**config.mk**
```make
export PLATFORM = sky130hd
export DESIGN_NAME = a2d_rr_sched
export DESIGN_NICKNAME = d
export VERILOG_FILES = /design/src/rtl/a2d_rr_sched.sv
export SDC_FILE = /design/constraint.sdc
export NUM_CORES = 1
export LEC_CHECK = 0
export CAP_MARGIN = 20
export CORE_MARGIN = 5
export CORE_UTILIZATION = 35
export DETAILED_ROUTE_END_ITERATION = 16
export GPL_TIMING_DRIVEN = 0
export PLACE_DENSITY_LB_ADDON = 0.1
export SKIP_LAST_GASP = 1
export SLEW_MARGIN = 25
export SYNTH_ARGS = -nofsm -noshare
export SYNTH_HDL_FRONTEND = slang
export SYNTH_SLANG_ARGS = --single-unit
export TNS_END_PERCENT = 100
```
**constraint.sdc**
```tcl
create_clock -name clk -period 1.9 [get_ports clk]
set_input_delay 0.38 -clock clk [delete_from_list [all_inputs] [get_ports clk]]
set_output_delay 0.38 -clock clk [all_outputs]
set_load 0.005 [all_outputs]
```
**src/rtl/a2d_rr_sched.sv**
```systemverilog
// Round-robin A2D sampler: each conversion is a two-word SPI exchange, left -> right -> battery.
// wrt one cycle after nxt; the SPI done handshake stalls the block, and a missing done times out.
module a2d_rr_sched #(
    parameter logic [2:0]  CH_LFT   = 3'd0,
    parameter logic [2:0]  CH_RGHT  = 3'd4,
    parameter logic [2:0]  CH_BATT  = 3'd5,
    parameter int          TIMEOUT  = 1024,
    parameter logic [11:0] MIN_LOAD = 12'h200
) (
    input  logic        clk,
    input  logic        rst_n,
    input  logic        nxt,
    output logic        wrt,
    output logic [15:0] cmd,
    input  logic        done,
    input  logic [15:0] rd_data,
    output logic [11:0] lft_ld,
    output logic [11:0] rght_ld,
    output logic [11:0] batt,
    output logic        vld,
    output logic        busy,
    output logic        err,
    output logic        rider_present
);

    localparam int TW = $clog2(TIMEOUT + 1);

    typedef enum logic [2:0] {S_IDLE, S_CMD, S_WAIT1, S_GAP, S_READ, S_WAIT2} state_t;

    state_t      r_state, w_nxt_state;
    logic [1:0]  r_ptr;
    logic [TW-1:0] r_tmr;
    logic [15:0] r_cmd;
    logic [11:0] r_lft, r_rght, r_batt;
    logic        r_vld, r_err, r_rider;
    logic [2:0]  w_ch;
    logic        w_wait, w_tmo, w_fin;
    logic [12:0] w_sum;
    logic        w_unused;

    assign w_unused = ^rd_data[15:12];
    assign w_wait   = (r_state == S_WAIT1) || (r_state == S_WAIT2);
    assign w_tmo    = w_wait && !done && (r_tmr == TW'(TIMEOUT - 1));
    assign w_fin    = (r_state == S_WAIT2) && done;
    assign w_sum    = {1'b0, r_lft} + {1'b0, r_rght};

    // Pointer value 3 is unreachable; it falls back to the left channel.
    always_comb begin
        case (r_ptr)
            2'd1:    w_ch = CH_RGHT;
            2'd2:    w_ch = CH_BATT;
            default: w_ch = CH_LFT;
        endcase
    end

    always_ff @(posedge clk or negedge rst_n) begin
        if (!rst_n) r_state <= S_IDLE;
        else        r_state <= w_nxt_state;
    end

    always_comb begin
        w_nxt_state = r_state;
        case (r_state)
            S_IDLE:  if (nxt) w_nxt_state = S_CMD;
            S_CMD:   w_nxt_state = S_WAIT1;
            S_WAIT1: if (done) w_nxt_state = S_GAP;
                     else if (w_tmo) w_nxt_state = S_IDLE;
            S_GAP:   w_nxt_state = S_READ;
            S_READ:  w_nxt_state = S_WAIT2;
            S_WAIT2: if (done || w_tmo) w_nxt_state = S_IDLE;
            default: w_nxt_state = S_IDLE;
        endcase
    end

    always_comb begin
        wrt  = 1'b0;
        busy = 1'b0;
        if (r_state == S_CMD || r_state == S_READ) wrt = 1'b1;
        if (r_state != S_IDLE) busy = 1'b1;
    end

    always_ff @(posedge clk or negedge rst_n) begin
        if (!rst_n) begin
            r_ptr   <= 2'd0;
            r_tmr   <= '0;
            r_cmd   <= 16'h0000;
            r_lft   <= 12'h000;
            r_rght  <= 12'h000;
            r_batt  <= 12'h000;
            r_vld   <= 1'b0;
            r_err   <= 1'b0;
            r_rider <= 1'b0;
        end else begin
            r_vld   <= w_fin;
            r_err   <= w_tmo;
            r_rider <= (w_sum >= {1'b0, MIN_LOAD});
            // The word latched here is resent unchanged in READ.
            if (r_state == S_IDLE && nxt) r_cmd <= {2'b00, w_ch, 11'h000};
            if (r_state == S_CMD || r_state == S_READ) r_tmr <= '0;
            else if (w_wait)                           r_tmr <= r_tmr + TW'(1);
            if (w_fin) begin
                case (r_ptr)
                    2'd1:    r_rght <= rd_data[11:0];
                    2'd2:    r_batt <= rd_data[11:0];
                    default: r_lft  <= rd_data[11:0];
                endcase
            end
            // A timeout still advances, so a dead channel cannot starve the rest.
            if (w_fin || w_tmo) begin
                case (r_ptr)
                    2'd0:    r_ptr <= 2'd1;
                    2'd1:    r_ptr <= 2'd2;
                    default: r_ptr <= 2'd0;
                endcase
            end
        end
    end

    assign cmd           = r_cmd;
    assign lft_ld        = r_lft;
    assign rght_ld       = r_rght;
    assign batt          = r_batt;
    assign vld           = r_vld;
    assign err           = r_err;
    assign rider_present = r_rider;

endmodule

```
==> results.toml <==
[sta]
finalHoldViolCount = 0
finalSetupTns_ps = 0
fin_crit_ps = 1830
finalSetupViolations = 0
period_share_pct = 96.3
slew_violations = 0
fmax_ghz = 0.547
rsz0062_at_grt = "true"
fin_skew_ps = 10.5

[route]
drc = 0
wire_per_inst_um = 15.0
drtIter0Drc = 51
vias_per_cell = 4.74
drtAntennaViolNets = 0
wl_um = 6560
drt-pass1-iter-count = 4
vias = 2076

[pwr]
switchingPower_uw = 1860
total_power_uw = 5760
p_leak_uw = 0.00197
vdd_drop_max_v = 0.000633
p_int_uw = 3900
power_frac_comb_pct = 46.8
clockPowerShare_pct = 19.7
power.density_nw_per_um2 = 1410
switching_share_pct = 32.3
sequentialPowerShare_pct = 33.5

[synth]
avgSynthCellArea_um2 = 12.6
synth_top_area_cell = "dfrtp_1"
ys_types = 46
ys_top_cells_by_area = "dfrtp_1 (48%), mux2_4 (11%), mux2_2 (6.8%), ha_1 (6.7%), buf_4 (4.0%)"
ys.warnings.count = 0
synth_edf_count = 0
syn_area_um2 = 2970
synth-seq-cells = 57
yosys.cell_count.top_type = "dfrtp_1"
syn_inst = 235
async_flop_share_pct = 100
synth_common_cells = "dfrtp_1 (57), mux2_4 (21), mux2_2 (18)"
synth_top_flop_cell = "dfrtp_1"
yosysSeqAreaShare_pct = 48.0
synth.top_cell.area_share_pct = 48.0

[floorplan]
io_pins = 77
die_area_um2 = 10400
design.core.area_um2 = 8260
die_w_um = 102
rows = 33
die_h_um = 102
initial_core_util_pct = 36.0

[worst_setup_path]
crit_family = "compound AO/OA/AOI/OAI gates"
critPathSlowestCell = "dfrtp_1"
path_max_fanout = 3
reg2reg_setup_slack_ps = 70
crit_type = "flip-flop to flip-flop"
reg2reg_depth = 7
cp_cell_sequence = "ha_2 -> buf_6 -> a211oi_2 -> o211ai_1 -> a221oi_2 -> mux2i_1 -> nand3_1"
start_kind = "flip-flop"
crit_required_ps = 2110
r2r-end = "rider_present"
end_kind = "flip-flop"
critical_path_buf_inv_count = 1
r2r-start = "lft_ld[0]"
worstPathArrival_ps = 2040
slowest_delay_ps = 400

[global_routing]
antenna_found_initial = 0
grt_overflow = 0
grt_pass1_wl_um = 10500
grt_use_total_pct = 13.1
grt_max_degree = 39
grt_pass1_vias = 2123

[placement]
portBuffers = 58
hpwl_um = 4680
gp_congestion = 0.800

[layout]
area.sequential_um2 = 1430
nets = 366
n_fill_cell = 763
drive_above_1_share_pct = 33.3
diodes = 0
multi_input_area_um2 = 1470
area_growth_pct = 37.7

[worst_hold_path]
worst_hold_path_type = "input pin to async pin"

[clock_network]
clk_pin_slew_ps = 70
clk_path_buf_depth = 2
clock_latency_ps = 340
root_buffer = "clkbuf_8"
cts.sinks = 57
cts_htree_levels = 3
cts_tree = "yes"
cts_made_buffers = 9

[run_status]
status = "completed"

[flow_run]
drv_cap = 0
==> cell usage in the layout, fill, tap and decap left out, types with 7 or more instances in the layout <==
cell	count
ha_1	14
mux2_2	18
clkdlybuf4s50_1	55
o21ai_0	11
inv_1	7
dfrtp_1	54
clkbuf_8	11
nor2_1	9
nand2_1	13
buf_4	25
mux2_4	21
conb_1	14
==> timing repair <==
action                                  CTS  global route
pin swaps                                 0             7
endpoints found under the hold margin    19             0
resized for setup                         5            20
hold buffers                              1             0
endpoints found under the setup margin    3             8
buffers inserted                          4             7
==> layer usage <==
metal	global-route usage (%)	share of wire (%)	up-vias	routed length [um]
met5	0	0	-	0
li1	-	-	1007	-
met4	4.84	1.5	0	99
met3	3.96	5.2	12	343
met2	22.5	51	46	3330
met1	15.4	43	1011	2800
==> area by class of cell <==
cell class                 count  area share [%]
inverter                       8           0.765
timing repair buffer          70            16.7
clock inverter                 3           0.979
multi-input combinational    165            36.0
sequential                    57            35.0
clock buffer                  12            3.80
tap                          105            3.21
buffer                        18            3.58
==> power groups by stage <==
stage | Clock, uW | Combinational, uW | Sequential, uW
3_5_place_dp | 0 | 2420 | 1940
6_report | 1140 | 2690 | 1930
4_1_cts | 1180 | 2530 | 1920
5_1_grt | 1250 | 2960 | 1990
3_3_place_gp | 0 | 2380 | 1930
2_1_floorplan | 0 | 1370 | 1900
==> stage by stage <==
step	setup slack (ps)	utilization [%]	hold slack, ps	cells	cell area [um2]
CTS	-44.9	48.3	466	432	3990
detailed placement	-96.9	45.4	283	412	3750
floorplan	178	-	84.4	248	3020
finish	70.7	49.5	469	438	4090
global route	-55.3	49.5	474	438	4090
global placement	-1540	45.2	464	411	3730
==> how the worst max path moves through the flow <==
stage	from	end	slack [ps]	depth (start not counted)
3_5_place_dp	done	r_ptr[0]	-100	4
6_report	lft_ld[0]	rider_present	70	7
2_1_floorplan	lft_ld[1]	rider_present	180	6
3_3_place_gp	rst_n	r_tmr[7]	-1540	1
5_1_grt	lft_ld[0]	rider_present	-60	7
4_1_cts	r_state[2]	r_tmr[3]	-40	10
==> cell families (layout without fill, tap and decap cells) <==
logic type | Yosys count | in the layout | synth area share (%)
AO/OA/AOI/OAI | 37 | 37 | 8.22
adder cells (fa/ha/maj) | 17 | 17 | 7.42
flip-flops | 57 | 57 | 48.0
AND/OR/NAND/NOR | 48 | 48 | 9.06
buffers and inverters | 26 | 111 | 5.86
other | 1 | 14 | 0.126
multiplexers | 47 | 47 | 20.7
XOR/XNOR | 2 | 2 | 0.590
==> flip-flops by register name, indices dropped and copies added (netlist names), 2 cells and up <==
name	count
rght_ld	12
r_ptr	2
r_tmr	11
lft_ld	12
batt	12
cmd	2
r_state	3
No activity file was read; power rests on OpenSTA's default activity.
